$ cat config.mk
export PLATFORM = sky130hd
export DESIGN_NAME = oct_line_sequencer
export DESIGN_NICKNAME = d
export VERILOG_FILES = /design/src/rtl/oct_line_sequencer.sv
export SDC_FILE = /design/constraint.sdc
export NUM_CORES = 1
export LEC_CHECK = 0
export ABC_AREA = 1
export CAP_MARGIN = 20
export CORE_MARGIN = 2
export CORE_UTILIZATION = 60
export CTS_CLUSTER_SIZE = 10
export DETAILED_ROUTE_END_ITERATION = 12
export GPL_TIMING_DRIVEN = 0
export PLACE_DENSITY = 0.87
export SKIP_CTS_REPAIR_TIMING = 1
export SKIP_LAST_GASP = 1
export SLEW_MARGIN = 5
export SYNTH_ARGS = -nofsm -noshare
export SYNTH_HDL_FRONTEND = slang
export SYNTH_SLANG_ARGS = --single-unit
$ cat constraint.sdc
create_clock -name clk -period 5.1 [get_ports clk]
set_input_delay 1.02 -clock clk [delete_from_list [all_inputs] [get_ports clk]]
set_output_delay 1.02 -clock clk [all_outputs]
set_load 0.005 [all_outputs]
$ cat src/rtl/oct_line_sequencer.sv
// Slow-axis B-scan frame sequencer: steps the galvo DAC, settles, then launches and kills each CCD line (FRAME_REPEAT_EN loops frames until kill).
// Latency: start -> busy/y_dac_valid next cycle; line_start gap+1 cycles after y_dac_valid; line_kill length+2 cycles after line_start.
// Backpressure: none; each line waits indefinitely for a line_finished rising edge before the next one starts.
module oct_line_sequencer #(
    parameter int DAC_W = 16,
    parameter int CNT_W = 32
) (
    input  logic             clk,
    input  logic             rstn,
    input  logic             start,
    input  logic             kill,
    input  logic [15:0]      ydata_points_number,
    input  logic [DAC_W-1:0] y_start,
    input  logic [DAC_W-1:0] y_step,
    input  logic [CNT_W-1:0] line_gap_cycles,
    input  logic [CNT_W-1:0] line_length_cycles,
    input  logic             line_finished,
    output logic             line_start,
    output logic             line_kill,
    output logic [DAC_W-1:0] y_dac,
    output logic             y_dac_valid,
    output logic [15:0]      line_index,
    output logic             busy,
    output logic             frame_done,
    output logic             aborted
);

    localparam logic [2:0] S_IDLE     = 3'd0;
    localparam logic [2:0] S_SETTLE   = 3'd1;
    localparam logic [2:0] S_LAUNCH   = 3'd2;
    localparam logic [2:0] S_RUN      = 3'd3;
    localparam logic [2:0] S_WAIT_FIN = 3'd4;

    logic [2:0]       state;
    logic [CNT_W-1:0] cnt;
    logic [CNT_W-1:0] gap_r;
    logic [CNT_W-1:0] len_r;
    logic [15:0]      n_r;
    logic [DAC_W-1:0] step_r;
`ifdef FRAME_REPEAT_EN
    logic [DAC_W-1:0] ystart_r;
`endif
    logic             abort_r;
    logic             fin_d;
    logic             fin_rise;
    logic             last_line;

    assign fin_rise  = line_finished & ~fin_d;
    assign last_line = (line_index == (n_r - 16'd1));

    always_ff @(posedge clk or negedge rstn) begin
        if (!rstn) begin
            state       <= S_IDLE;
            cnt         <= '0;
            gap_r       <= '0;
            len_r       <= '0;
            n_r         <= '0;
            step_r      <= '0;
`ifdef FRAME_REPEAT_EN
            ystart_r    <= '0;
`endif
            abort_r     <= 1'b0;
            fin_d       <= 1'b0;
            line_start  <= 1'b0;
            line_kill   <= 1'b0;
            y_dac       <= '0;
            y_dac_valid <= 1'b0;
            line_index  <= '0;
            busy        <= 1'b0;
            frame_done  <= 1'b0;
            aborted     <= 1'b0;
        end else begin
            fin_d       <= line_finished;
            line_start  <= 1'b0;
            line_kill   <= 1'b0;
            y_dac_valid <= 1'b0;
            frame_done  <= 1'b0;
            aborted     <= 1'b0;

            case (state)
                S_IDLE: begin
                    // Start coincident with kill is rejected outright.
                    if (start && !kill) begin
                        n_r     <= ydata_points_number;
                        step_r  <= y_step;
                        gap_r   <= line_gap_cycles;
                        len_r   <= line_length_cycles;
`ifdef FRAME_REPEAT_EN
                        ystart_r <= y_start;
`endif
                        abort_r <= 1'b0;
                        if (ydata_points_number != 16'd0) begin
                            y_dac       <= y_start;
                            line_index  <= '0;
                            y_dac_valid <= 1'b1;
                            cnt         <= '0;
                            busy        <= 1'b1;
                            state       <= S_SETTLE;
                        end else begin
                            frame_done <= 1'b1;
                        end
                    end
                end

                S_SETTLE: begin
                    if (kill) begin
                        aborted <= 1'b1;
                        busy    <= 1'b0;
                        state   <= S_IDLE;
                    end else if (cnt == gap_r) begin
                        // Pulse is raised on entry so it is visible during LAUNCH.
                        line_start <= 1'b1;
                        state      <= S_LAUNCH;
                    end else begin
                        cnt <= cnt + CNT_W'(1);
                    end
                end

                S_LAUNCH: begin
                    if (kill) begin
                        aborted <= 1'b1;
                        busy    <= 1'b0;
                        state   <= S_IDLE;
                    end else begin
                        cnt   <= '0;
                        state <= S_RUN;
                    end
                end

                S_RUN: begin
                    if (kill || (cnt == len_r)) begin
                        line_kill <= 1'b1;
                        abort_r   <= abort_r | kill;
                        state     <= S_WAIT_FIN;
                    end else begin
                        cnt <= cnt + CNT_W'(1);
                    end
                end

                S_WAIT_FIN: begin
                    if (fin_rise) begin
                        if (kill || abort_r) begin
                            aborted <= 1'b1;
                            busy    <= 1'b0;
                            state   <= S_IDLE;
                        end else if (last_line) begin
                            frame_done <= 1'b1;
`ifdef FRAME_REPEAT_EN
                            y_dac       <= ystart_r;
                            line_index  <= '0;
                            y_dac_valid <= 1'b1;
                            cnt         <= '0;
                            state       <= S_SETTLE;
`else
                            busy  <= 1'b0;
                            state <= S_IDLE;
`endif
                        end else begin
                            y_dac       <= y_dac + step_r;
                            line_index  <= line_index + 16'd1;
                            y_dac_valid <= 1'b1;
                            cnt         <= '0;
                            state       <= S_SETTLE;
                        end
                    end else if (kill) begin
                        abort_r <= 1'b1;
                    end
                end

                default: begin
                    busy  <= 1'b0;
                    state <= S_IDLE;
                end
            endcase
        end
    end

endmodule

# Word level (Yosys, flattened, before mapping)
# Index checks and enable logic that the tools add are counted.
# W data, S select, Z words.
[word_totals]
output_inout_bits = 38
mem_bits_ro = 0
inputBits = 117
ramBits = 0
ff_bits = 171
wordCells = 127
latchBits = 0
n_memories = 0
[classes]
n_addsub = 4
multipliers = 0
n_eq_ne = 22
bitwise = 4
div_mod_pow = 0
shifts = 0
muxes = 65
reduce_logical = 16
order_cmp = 0
[ops]
columns = ["cell", "n"]
rows = [
  ["$mux W32", 9],
  ["$mux W16", 10],
  ["$pmux W32 S5", 1],
  ["$eq A32 B32 Y1", 2],
  ["$pmux W16 S2", 2],
  ["$add A32 B1 Y32 const B", 1],
  ["$mux W1", 30],
  ["$ne A2 B2 Y1 const B", 12],
  ["$mux W3", 6],
  ["$add A16 B1 Y16 const B", 1],
  ["$add A16 B16 Y16", 1],
  ["$eq A16 B16 Y1", 1],
  ["$reduce_bool A16 Y1", 1],
  ["$sub A16 B1 Y16 const B", 1],
  ["$pmux W3 S5", 1],
  ["$reduce_and A6 Y1", 2],
  ["$reduce_and A10 Y1", 1],
  ["$reduce_and A5 Y1", 2],
  ["$eq A3 B2 Y1 const B", 2],
  ["$ne A3 B3 Y1 const B", 2],
  ["$pmux W1 S2", 3],
  ["$reduce_bool A5 Y1", 1],
  ["$pmux W1 S4", 1],
  ["$eq A3 B1 Y1 const B", 1],
  ["other kinds (15)", 17],
]

# Depth between registers and ports, before layout
[depth]
ltp_word = 6
depth_mapped = 18
depth_no_buf = 17

# Worst setup path before layout
# Ideal clock, no wire load.
[synth_path]
path_type = "input to register"
from = "input port ydata_points_number[14]"
to = "register line_index[0]"
setup_time_ns = 0.066
path_slack_ns = 2.746
required_ns = 5.034
n_path_buf = 1
cell_stages = 13
arrival_ns = 2.288
path_cell_list = "inv_1 -> nand4_1 -> nor2_1 -> and2_0 -> nand2_1 -> nand2_1 -> nor2_1 -> nand2_1 -> nor2_1 -> nand2_1 -> clkbuf_1 -> nand3_1 -> nand2_1"
[synth_via]
elab_chain_len = 3
[synth_rtl]
columns = ["item", "line_no", "text"]
rows = [
  ["start, declared", "12", "input logic [15:0] ydata_points_number,"],
  ["$reduce_bool A16 Y1", "92", "if (ydata_points_number != 16'd0) begin"],
  ["$ne A2 B2 Y1 (no line)", "--", ""],
  ["$reduce_and A6 Y1 (no line)", "--", ""],
  ["end signal, assigned", "160", "line_index <= line_index + 16'd1;"],
  ["end, declared", "22", "output logic [15:0] line_index,"],
]
# Every way passes these cells.
# A chain may end at the register's enable or synchronous reset.

# Worst setup path in the final report
[layout_path]
from = "input port kill"
to = "register len_r[13]"
[layout_via]
elab_chain_len = 3
[layout_rtl]
columns = ["item", "line_no", "text"]
rows = [
  ["start, declared", "11", "input logic kill,"],
  ["$logic_not A1 Y1", "83", "if (start && !kill) begin"],
  ["$logic_and A1 B1 Y1", "83", ""],
  ["$reduce_and A2 Y1 (no line)", "--", ""],
  ["end signal, assigned", "87", "len_r <= line_length_cycles;"],
  ["end, declared", "37", "logic [CNT_W-1:0] len_r;"],
]
# Every way passes these cells.

==> impl_metrics.yaml <==
finish:
  design_area_um2: 13100
  drive_gt1_share_pct: 9.20
  multiInputGateArea_um2: 5630
  stdcell_count: 1844
  final_common_cell: "nand2_1"
  post-route-util_pct: 75.7
  n_fill_cell: 1288
  diodes: 0
  mostFrequentLayoutCells: "442 x nand2_1, 185 x nor2_1, 171 x dfrtp_1"
  fin_nets: 1742
  synthToLayoutAreaGrowth_pct: 22.8
  seqCellArea_um2: 4280
synth:
  synth-seq-cells: 171
  ys_seq_area_share_pct: 40.0
  syn_area_per_cell_um2: 7.48
  syn_area_um2: 10700
  yosysUniqueCellTypes: 42
  synth_warnings: 0
  synthesis.nets: 1568
  synthCells: 1432
place:
  place_area_um2: 12600
  place.detailed.hpwl_um: 22300
  gp_congestion: 1.01
  preCtsSetupSlack_ns: 1.43
  place_inst: 1812
  numPortBuffers: 154
route:
  avgRoutedWirePerCell_um: 16.3
  vias: 10200
  drt_iter0_markers: 771
  viasPerCell: 5.54
  first_pass_iters: 5
  finalWirelength_um: 30100
  drc_errors: 0
  ant_nets: 0
critical_path:
  path_cells: "clkdlybuf4s50_1 -> nor2_1 -> nand2_1 -> clkbuf_1 -> buf_1 -> nor2_1 -> a21oi_1"
  cp.arrival_ns: 3.69
  crit_slowest_cell: "clkbuf_1"
  crit_family: "buffers and inverters"
  crit_top_cell: "nor2_1"
  path_class: "in -> reg"
  crit_buf_inv: 3
  critical_path.max_stage_delay_ns: 0.69
  crit_path_end_kind: "flip-flop"
  start_kind: "input pin"
  crit_fanout: 10
  critPathRequiredTime_ns: 5.46
min_path:
  hp-class: "in -> async"
grt:
  grt_usage_pct: 32.8
  grt_pass1_wl_um: 47800
  antenna_found_initial: 0
  grt_max_degree: 106
  grt_pass1_vias: 9859
  overflow: 0
sta:
  relSlewSlack_pct: 39.5
  skew_ns: 0.0129
  fin_ws_ns: 1.77
  clock.fmax_mhz: 301
  finalCritPeriodShare_pct: 65.2
  rsz0062_at_grt: "no"
  tightest_slew_ns: 0.907
  hold_ws_ns: 0.507
  setup_viol: 0
  drv_slew: 0
  finalCriticalPeriod_ns: 3.33
  hold_violations: 0
power_and_ir_drop:
  p_per_area_nw_per_um2: 496
  leakage_nw: 6.14
  peakVddDrop_v: 0.000322
floorplanning:
  io_pins: 155
  start_util_pct: 61.7
  die-area_um2: 18900
  die_w_um: 138
  die_h_um: 138
  core_area_um2: 17400
  rows: 48
run_status:
  outcome: "finished, final reports clean"
cts:
  clockBufferDepth: 2
  cts_root_buf: "clkbuf_16"
  numCtsBuffers: 17
  clk_latency_ns: 0.44
  clk_pin_slew_ns: 0.07
  cts_tree: "done"
  cts.sinks: 171
  h-tree-depth: 4
job:
  maxCapViolations: 0
per-layer routing:
layer	GRT usage, %	up-vias	wire length, µm
li1	-	4913	-
met3	6.48	92	2170
met1	39.8	4728	12200
met2	55.3	474	14200
met4	17.0	0	1490
met5	0	-	0
where the power goes:
part           internal (mW)  total, mW  switching, mW
sequential              1.83       2.21          0.381
combinational           1.29       3.00           1.71
clock                  0.712       1.31          0.593
total                   3.84       6.52           2.68
cells by family (layout without fill, tap and decap cells):
kind of cell,after synthesis,after routing,synth area share (%)
AND/OR/NAND/NOR,815,815,32.3
buffers and inverters,189,376,7.45
flip-flops,171,171,40.0
XOR/XNOR,94,94,7.69
AO/OA/AOI/OAI,86,86,4.24
multiplexers,58,58,6.10
adder cells (fa/ha/maj),19,19,2.29
cell type report:
cell class,count,area share [%]
clock inverters,12,0.952
repair buffers,155,12.0
well taps,225,2.14
plain buffers,65,2.52
multi-input cells,1072,42.8
clock buffers,20,3.47
inverters,124,3.54
flip-flops and latches,171,32.6
registers in the layout, summed over array words and instances (netlist names), 3 cells and up:
register,flops
n_r,16
y_dac,16
gap_r,32
cnt,32
line_index,16
state,3
step_r,16
len_r,32
cell usage after synthesis:
cell	n	share of area (%)
nand3_1	79	3.7
a21o_1	1	0.070
o31ai_1	2	0.14
buf_1	12	0.42
xnor2_1	63	5.2
nor2_2	4	0.23
mux2_2	58	6.1
and2_1	1	0.058
o21bai_1	3	0.21
nand3b_1	9	0.63
nor3_1	20	0.94
nand2_4	1	0.11
nor3_2	1	0.094
nor4b_1	1	0.082
buf_4	3	0.21
xor2_1	31	2.5
o2111ai_1	1	0.082
o21ai_0	35	1.6
nor3b_1	6	0.42
a31oi_1	1	0.058
clkbuf_2	2	0.094
or2_0	1	0.058
inv_1	121	4.2
dfrtp_1	171	40
inv_2	3	0.11
nand2_2	3	0.18
buf_6	6	0.63
nor4_1	2	0.12
fa_1	1	0.19
a21oi_1	42	2.0
nand3_2	2	0.19
nor2_1	185	6.5
a21oi_2	1	0.082
or2_2	7	0.41
buf_2	23	1.1
nor2_4	2	0.21
clkbuf_1	19	0.67
and3_1	1	0.058
and2_0	1	0.058
nand2_1	442	15
ha_1	18	2.1
nand4_1	47	2.7
through the flow:
step | TNS [ns] | power, mW
detailed placement | 0 | 5.16
floorplan | 0 | 4.28
finish | 0 | 6.52
global placement | -655.97 | 5.05
global route | 0 | 6.98
CTS | 0 | 6.48
worst reg2reg max path, cell delays in order, from the launching register on:
cell      delay, ns
dfrtp_1        0.39
nor2_1         0.07
inv_1          0.11
nor2_1         0.09
nand2_1        0.39
clkbuf_1       0.69
buf_1          0.52
nor2_1         0.10
a21oi_1        0.16
path summary, 6_finish.rpt:
path | slack, ns | end | start | cells after the start
max | 1.77 | len_r[13] | kill | 7
min | 0.51 | n_r[0] | rstn | 1
max reg2reg | 2.50 | len_r[13] | state[1] | 8
min reg2reg | 0.51 | busy | busy | 2
max in group asynchronous | 3.69 | cnt[16] | rstn | 2
min in group clk | 0.51 | busy | busy | 2
No activity file was read; power rests on OpenSTA's default activity.
